--- src/rtl/encoder_8x3_seq.sv ---
// Sequential 8-to-3 priority encoder: captures a line vector, then emits the
// index of each set line, highest first, one per accepted handshake.
module encoder_8x3_seq (
    input  logic       clk,
    input  logic       rst_n,
    input  logic       load,
    input  logic [7:0] D,
    input  logic       ready,
    output logic [2:0] code,
    output logic       valid,
    output logic       busy,
    output logic [3:0] count,
    output logic       none
);

    localparam logic STATE_IDLE = 1'b0;
    localparam logic STATE_EMIT = 1'b1;

    logic       state_q, state_d;
    logic [7:0] pending_q, pending_d;
    logic       none_q, none_d;

    logic [2:0] highIdx;
    logic [3:0] popCount;

    // Ascending scan so the last hit is the highest set line.
    always_comb begin
        highIdx = 3'd0;
        for (int i = 0; i < 8; i++) begin
            if (pending_q[i]) begin
                highIdx = 3'(i);
            end
        end
    end

    always_comb begin
        popCount = 4'd0;
        for (int i = 0; i < 8; i++) begin
            popCount = popCount + {3'd0, pending_q[i]};
        end
    end

    always_comb begin
        state_d   = state_q;
        pending_d = pending_q;
        none_d    = 1'b0;
        case (state_q)
            STATE_IDLE: begin
                if (load) begin
                    if (D != 8'd0) begin
                        pending_d = D;
                        state_d   = STATE_EMIT;
                    end else begin
                        none_d = 1'b1;
                    end
                end
            end
            STATE_EMIT: begin
                // load is deliberately ignored here, even on the last transfer.
                if (ready) begin
                    pending_d = pending_q & ~(8'b0000_0001 << highIdx);
                    if (pending_d == 8'd0) begin
                        state_d = STATE_IDLE;
                    end
                end
            end
            default: begin
                state_d   = STATE_IDLE;
                pending_d = 8'd0;
            end
        endcase
    end

    always_ff @(posedge clk) begin
        if (!rst_n) begin
            state_q   <= STATE_IDLE;
            pending_q <= 8'd0;
            none_q    <= 1'b0;
        end else begin
            state_q   <= state_d;
            pending_q <= pending_d;
            none_q    <= none_d;
        end
    end

    // All outputs derive from registered state only.
    assign valid = (state_q == STATE_EMIT);
    assign busy  = (state_q == STATE_EMIT);
    assign code  = (state_q == STATE_EMIT) ? highIdx : 3'd0;
    assign count = popCount;
    assign none  = none_q;

endmodule

--- config.mk ---
export PLATFORM = sky130hd
export DESIGN_NAME = encoder_8x3_seq
export DESIGN_NICKNAME = d
export VERILOG_FILES = /design/src/rtl/encoder_8x3_seq.sv
export SDC_FILE = /design/constraint.sdc
export NUM_CORES = 1
export LEC_CHECK = 0
export CAP_MARGIN = 40
export CORE_ASPECT_RATIO = 2
export CORE_UTILIZATION = 27
export DETAILED_ROUTE_END_ITERATION = 10
export PLACE_DENSITY_LB_ADDON = 0.25
export SLEW_MARGIN = 5
export SYNTH_ARGS = -nofsm -noshare
export SYNTH_HDL_FRONTEND = slang
export SYNTH_SLANG_ARGS = --single-unit
--- constraint.sdc ---
create_clock -name clk -period 4.43 [get_ports clk]
set_input_delay 0.6645 -clock clk [delete_from_list [all_inputs] [get_ports clk]]
set_output_delay 0.6645 -clock clk [all_outputs]
set_load 0.02 [all_outputs]
# ---- After elaboration in Yosys (flattened, before gate mapping)
# Cells that the tools add are included.
dict set report totals {
  word_cells 41
  in_bits 12
  out_inout_bits 10
  ff_bits 10
}
dict set report op_classes {
  n_reduce_logical 4
  eq_ne 3
  shift 1
  n_addsub 7
  mux 18
  bitwise_logic 5
}
# cell n
set ops {}
lappend ops {{8-bit 2-to-1 mux} 3}
lappend ops {{4-bit by 1-bit adder with 4-bit output} 4}
lappend ops {{8-bit one-hot mux with 2 select lines} 1}
lappend ops {{3-bit 2-to-1 mux} 5}
lappend ops {{8-bit AND} 1}
lappend ops {{8-bit zero test} 1}
lappend ops {{8-bit inverter} 1}
lappend ops {{8-bit nonzero test} 1}
lappend ops {{1-bit by 3-bit << shifter with 8-bit output (first input constant)} 1}
lappend ops {{1-bit 2-to-1 mux} 6}
lappend ops {{2-bit != test (second input constant)} 3}
lappend ops {{3-bit by 1-bit adder with 4-bit output} 1}
lappend ops {{2-bit 2-to-1 mux} 2}
lappend ops {{2-bit by 1-bit adder with 3-bit output} 1}
lappend ops {{1-bit inverter} 3}
lappend ops {{3-bit AND reduction} 1}
lappend ops {{3-bit OR reduction} 1}
lappend ops {{1-bit by 1-bit adder with 2-bit output} 1}
lappend ops {{1-bit one-hot mux with 2 select lines} 1}

# ---- Logic depth before layout (Yosys ltp)
# Gate-level depths: netlist of the first run.
dict set report depth {
  depth_word 14
  depth_mapped 9
  mapped_depth_nobuf 9
}

# ---- Worst setup path after synthesis of the first run
# Ideal clock, no wire load.
dict set report synth_timing {
  kind {reg-to-output}
  from {register pending_q[3]}
  to {output count[2]}
  slack_ns 0.963
  t_arrival_ns 2.803
  path_buffers 0
  stages_incl_launch_ff 10
  required_time_ns 3.766
  cell_sequence {dfxtp_1 > fa_1 > inv_1 > fa_1 > fa_1 > inv_1 > ha_1 > inv_1 > fa_1 > xnor2_1}
}
dict set report synth_between {
  elab_chain_cells 5
}
# item line
set synth_rtl {}
lappend synth_rtl {{start: declaration} 20} ;# logic [7:0] pending_q, pending_d;
lappend synth_rtl {{start signal: assignment} 81} ;# pending_q <= pending_d;
lappend synth_rtl {{3-bit by 1-bit adder with 4-bit output} 39} ;# popCount = popCount + {3'd0, pending_q[i]};
lappend synth_rtl {{4-bit by 1-bit adder with 4-bit output (4 in a row)} 39}
lappend synth_rtl {{end: declaration} 12} ;# output logic [3:0] count,
# No other way between the ends.

# ---- Final worst setup path of the first run
# Ends and elaborated chain as after synthesis.

==> impl_metrics.yaml, run 1 <==
worst_setup_path:
  crit-reg2reg-launch: "pending_q[5]$_SDFFE_PN0P_"
  worst_r2r_endpoint: "busy$_SDFF_PN0_"
  worstPathMaxFanout: 8
  timing.reg2reg.setup_slack_ns: 2.80
  critical_path_required_ns: 3.77
  worstSetupEndpointType: "primary output"
  worst_r2r_path_depth: 4
  timing_worst_setup_path_type: "register to primary output"
  critical_path.startpoint_type: "register"
  crit_arrival_ns: 3.54
synth:
  mappedNetlistArea_um2: 791
  fraction_of_registers_with_async_set_or_reset_after_synthesis_pct: 0
  synth_seq_area_share_pct: 25.3
  synth_edf_count: 0
  synthesis.area_per_instance_um2: 8.24
  netlist-cell-type-count: 38
  yosys_most_used_dff: "dfxtp_1"
  yosys_register_bits: 10
  syn-num-nets: 115
  yosysWarnings: 0
  post_synth_inst_count: 96
final_layout:
  layout_commonest_cell: "clkdlybuf4s50_1"
  layout_common_cells: "21 x clkdlybuf4s50_1, 12 x inv_1, 12 x nand2_1"
  design.final.nets: 135
  layout.filler_cells: 296
  num_antenna_cells: 0
  register_area_um2: 200
  layout-drive-gt1-share_pct: 7.02
  flow.area_growth_from_synthesis_pct: 32.1
  multi_input_area_um2: 512
clocking:
  clock_sinks: 10
  clk-insertion-delay-late_ns: 0.23
  clock_tree.buffer_depth: 2
  holdBufCountCts: 0
  root_buffer: "clkbuf_8"
  tritoncts: "built"
  cts-buffers-inserted: 3
  buffers_inserted_by_post_cts_timing_repair: 0
  h-tree-depth: 1
  postCtsResizedCells: 0
  path_clk_slew_ns: 0.05
place:
  gpl.final_weighted_congestion: 0.735
  place_worst_setup_slack_ns: 0.445
  dp_hpwl_mm: 1.71
  place.port_buffers: 21
worst_hold_path:
  holdCritStartpoint: "pending_q[1]$_SDFFE_PN0P_"
  min_delay_worst_endpoint: "pending_q[1]$_SDFFE_PN0P_"
  min_path_cells: 2
  min-delay-path-class: "register to register"
detailed_routing:
  drtIter0Drc: 23
  post-route-drc-count: 0
  num_vias: 740
  wire_per_inst_um: 14.6
  final_antenna_net_count: 0
  vias_per_cell: 5.17
  finalWirelength_mm: 2.09
  firstDrtPassIters: 4
timing:
  fmax_mhz: 238
  min_period_over_period_pct: 94.9
  transition_at_the_pin_with_the_smallest_max_transition_slack_ns: 0.515
  maxSlewHeadroom_pct: 65.6
  finalWorstPathRequiredPeriod_ns: 4.21
  report.final.hold_viol_count: 0
  totalNegativeSetupSlack_ns: 0
  setup_ws_ns: 0.225
  finalMaxSlewViolations: 0
  setup_viol: 0
  rsz0062_at_grt: "no"
  timing.clock.skew_ns: 0.00632
grt:
  global_routing_usage_on_met1_pct: 14.9
  vias_in_the_first_global_route: 757
  global_route.peak_usage_layer: "met2"
  groute.usage.overall_pct: 15.3
  grt_pass1_wl_mm: 3.35
  grt_util_met2_pct: 27.9
  grt_start_max_net_pins: 16
  grt-ovfl-total: 0
  antenna_violations_before_repair: 0
  use_met3_pct: 1.69
die:
  floorplan.die_area_mm2: 0.00316
  die_height_um: 78.5
  num_rows: 27
  coreArea_mm2: 0.00277
  num_io_pins: 22
  start_util_pct: 28.5
  die_width_um: 40.3
pwr:
  powerDensity_mw_per_mm2: 304
  ir_drop_uv: 198
  leak_pwr_uw: 0.000422
status:
  outcome: "finished clean"
flow_run:
  max_cap_viol_count: 0
==> where the power goes <==
| part | leakage (uW) | switching [uW] | internal, uW | total [uW] |
|---|---|---|---|---|
| Combinational | 0.000318 | 57.0 | 57.5 | 114 |
| Clock | 0.0000216 | 33.5 | 59.3 | 92.8 |
| Sequential | 0.0000821 | 14.3 | 96.2 | 110 |
==> metal layers <==
| layer | up-vias | share of wire (%) | routed length, um |
|---|---|---|---|
| met1 | 343 | 36 | 760 |
| met3 | 4 | 2.6 | 55 |
| met5 | - | 0 | 0 |
| met2 | 17 | 59 | 1230 |
| met4 | 0 | 2.3 | 48 |
| li1 | 376 | - | - |
==> state kept, by name (all words and copies together), names as in the netlist <==
signal and cells:
pending_q 8, busy 1, none 1
==> kinds of logic after synthesis <==
logic type	after synthesis	share of synthesized area, %
xor+xnor	1	1.11
buf+inv	18	9.97
flops	10	25.3
simple gates	36	26.0
compound gates	23	21.5
fa+ha+maj	8	16.1
==> stage by stage <==
step	area (um2)	power, uW	util [%]	std cells	hold WS (ns)
after global routing	1040	341	37.7	143	0.606
after global placement	1000	225	36.2	140	0.525
after floorplan	791	182	-	96	0.485
final	1040	318	37.7	143	0.539
after detailed placement	1000	227	36.2	140	0.535
after CTS	1040	321	37.7	143	0.543
==> cells in the mapped netlist (all sizes together) (2+ instances only) <==
cell | count | area share (%)
and3 | 2 | 1.6
clkbuf | 4 | 1.9
o2111ai | 2 | 2.2
nor4 | 2 | 2.4
nand2 | 12 | 5.7
inv | 12 | 5.7
nor2b | 3 | 2.4
fa | 4 | 10
a22o | 3 | 3.3
nand4 | 3 | 2.4
ha | 3 | 4.7
nand3 | 2 | 1.3
or4 | 3 | 3.8
dfxtp | 10 | 25
nor3 | 4 | 2.5
buf | 2 | 2.4
a21oi | 2 | 1.3
o21ai | 7 | 5.4
==> worst max-delay path by stage <==
stage                              startpoint       end  slack [ns]  depth (start not counted)
floorplan           pending_q[3]$_SDFFE_PN0P_  count[2]        0.96                          9
global placement    pending_q[3]$_SDFFE_PN0P_  count[2]        0.56                         10
detailed placement  pending_q[3]$_SDFFE_PN0P_  count[2]        0.44                         10
CTS                 pending_q[3]$_SDFFE_PN0P_  count[2]        0.20                         10
global route        pending_q[3]$_SDFFE_PN0P_  count[2]       0.008                         10
finish              pending_q[3]$_SDFFE_PN0P_  count[2]        0.22                         10
==> critical path, cell delays in order, from the launching register on <==
cell	delay, ns
dfxtp_1	0.47
fa_1	0.47
inv_1	0.08
fa_1	0.42
fa_1	0.43
inv_1	0.06
ha_1	0.16
inv_1	0.05
fa_1	0.37
xnor2_1	0.17
clkdlybuf4s50_1	0.62
==> layout make-up <==
cell class	instances	share of cell area [%]
multi-input cells	68	49.0
inverters	12	4.31
well taps	29	3.47
repair buffers	21	20.1
clock buffers	3	3.95
flip-flops and latches	10	19.2
No activity file was read; power rests on OpenSTA's default activity.
==> run 2: changes to the inputs <==
==> constraint.sdc (replaced) <==
create_clock -name clk -period 4.65 [get_ports clk]
set_input_delay 0.6975 -clock clk [delete_from_list [all_inputs] [get_ports clk]]
set_output_delay 0.6975 -clock clk [all_outputs]
set_load 0.02 [all_outputs]
==> run 2 against run 1 <==
  * Critical path depth stayed put
  * Hold slack better by 0.0015 ns
  * Count of clock-buffer cells in the layout did not move
  * Sequential power down 5%
  * Sequential share of layout area unchanged
  * Die area stayed put
  * Clock skew is 0.0052 ns lower
  * Final cell count unchanged
==> impl_metrics.yaml, run 2 (synthesized netlist as in run 1, its figures left out) <==
status:
  outcome: "finished clean"
clocking:
  buffers_inserted_by_post_cts_timing_repair: 0
  tritoncts: "built"
  clk-insertion-delay-late_ns: 0.24
  holdBufCountCts: 0
  clock_tree.buffer_depth: 2
  root_buffer: "clkbuf_8"
  clock_sinks: 10
  cts-buffers-inserted: 3
  h-tree-depth: 1
  path_clk_slew_ns: 0.05
  postCtsResizedCells: 0
grt:
  groute.usage.overall_pct: 15.6
  grt_start_max_net_pins: 16
  grt_pass1_wl_mm: 3.42
  grt-ovfl-total: 0
  antenna_violations_before_repair: 0
  vias_in_the_first_global_route: 769
place:
  dp_hpwl_mm: 1.72
  placement.cell_area_mm2: 0.00100
  gpl.final_weighted_congestion: 0.734
  place.port_buffers: 21
  placed_cells_incl_taps: 140
timing:
  finalMaxSlewViolations: 0
  finalWorstPathRequiredPeriod_ns: 4.25
  totalNegativeSetupSlack_ns: 0
  maxSlewHeadroom_pct: 66.4
  worst_hold_slack_ns: 0.540
  min_period_over_period_pct: 91.3
  fmax_mhz: 236
  setup_viol: 0
  timing.clock.skew_ns: 0.00115
  report.final.hold_viol_count: 0
  rsz0062_at_grt: "no"
  transition_at_the_pin_with_the_smallest_max_transition_slack_ns: 0.504
final_layout:
  layout.cells.non_filler: 143
  layout_commonest_cell: "clkdlybuf4s50_1"
  flow.area_growth_from_synthesis_pct: 32.1
  layout_common_cells: "21 x clkdlybuf4s50_1, 12 x inv_1, 12 x nand2_1"
  max_reg_flops: 8
  layout-drive-gt1-share_pct: 7.02
  registers.top_by_ff_count: "pending_q"
  final_area_mm2: 0.00104
  design.final.nets: 135
  multi_input_area_um2: 512
  layout.filler_cells: 297
  finalCoreUtilization_pct: 37.7
  num_antenna_cells: 0
  register_area_um2: 200
pwr:
  ir_drop_uv: 111
  leak_pwr_uw: 0.000422
  powerDensity_mw_per_mm2: 294
detailed_routing:
  wire_per_inst_um: 14.7
  finalWirelength_mm: 2.10
  firstDrtPassIters: 4
  post-route-drc-count: 0
  drtIter0Drc: 26
  num_vias: 769
  vias_per_cell: 5.38
  final_antenna_net_count: 0
worst_setup_path:
  crit_arrival_ns: 3.55
  worstSetupEndpointType: "primary output"
  worstPathMaxFanout: 8
  critical_path.startpoint_type: "register"
  timing_worst_setup_path_type: "register to primary output"
  critical_path_required_ns: 3.95
die:
  num_io_pins: 22
  floorplan.die_area_mm2: 0.00316
  num_rows: 27
  start_util_pct: 28.5
  coreArea_mm2: 0.00277
  die_width_um: 40.3
  die_height_um: 78.5
flow_run:
  max_cap_viol_count: 0
worst_hold_path:
  min-delay-path-class: "register to register"
## run 2: cell counts in the layout (fill, tap and decap cells not counted)
Identical to the previous run, type by type.
## run 2: final timing paths
kind | startpoint | to | slack [ns] | cells past startpoint
max | pending_q[3]$_SDFFE_PN0P_ | count[2] | 0.40 | 10
min | pending_q[1]$_SDFFE_PN0P_ | pending_q[1]$_SDFFE_PN0P_ | 0.54 | 2
max reg2reg | pending_q[6]$_SDFFE_PN0P_ | busy$_SDFF_PN0_ | 3.00 | 4
min reg2reg | pending_q[1]$_SDFFE_PN0P_ | pending_q[1]$_SDFFE_PN0P_ | 0.54 | 2
## run 2: routing by layer
layer / share of wire, % / vias up / track usage [%]
li1: - / 380 / -
met1: 36 / 366 / 14.9
met2: 59 / 18 / 28.4
met3: 3.0 / 5 / 2.54
met4: 2.6 / 0 / 8.33
met5: 0 / - / 0
## run 2: layout make-up
class                   instances  share of cell area, %
flip-flops and latches         10                   19.2
repair buffers                 21                   20.1
well taps                      29                   3.47
multi-input cells              68                   49.0
clock buffers                   3                   3.95
inverters                      12                   4.31
## run 2: per-stage QoR
step | setup slack [ns] | power, uW
3_3_place_gp | 0.744 | 214
5_1_grt | 0.189 | 328
4_1_cts | 0.381 | 307
3_5_place_dp | 0.631 | 217
6_report | 0.404 | 307
2_1_floorplan | 1.15 | 173
## run 2: worst max-delay path, cell delays in order, from the launching register on
cell and delay, ns:
dfxtp_1 0.47, fa_1 0.47, inv_1 0.08, fa_1 0.42, fa_1 0.43, inv_1 0.06, ha_1 0.16, inv_1 0.05
fa_1 0.37, xnor2_1 0.17, clkdlybuf4s50_1 0.63
## run 2: power breakdown
group          internal (uW)  switching, uW
combinational           54.8           54.7
sequential              91.6           13.5
clock                   56.8           35.3
total                    203            103
==> run 3: changes to the inputs <==
==> constraint.sdc (replaced) <==
create_clock -name clk -period 4.65 [get_ports clk]
set_input_delay 0.6975 -clock clk [delete_from_list [all_inputs] [get_ports clk]]
set_output_delay 0.6975 -clock clk [all_outputs]
set_load 0.01 [all_outputs]
==> results of run 3 <==
The final DEF is identical to that of run 1. Status: finished clean.
Main changes from that run: setup slack after placement 0.445 ns -> 0.699 ns; setup slack after layout 0.225 ns -> 0.480 ns; register-to-register setup slack 2.80 ns -> 3.02 ns; total power 318 uW -> 293 uW; worst IR drop on VDD 198 uV -> 189 uV
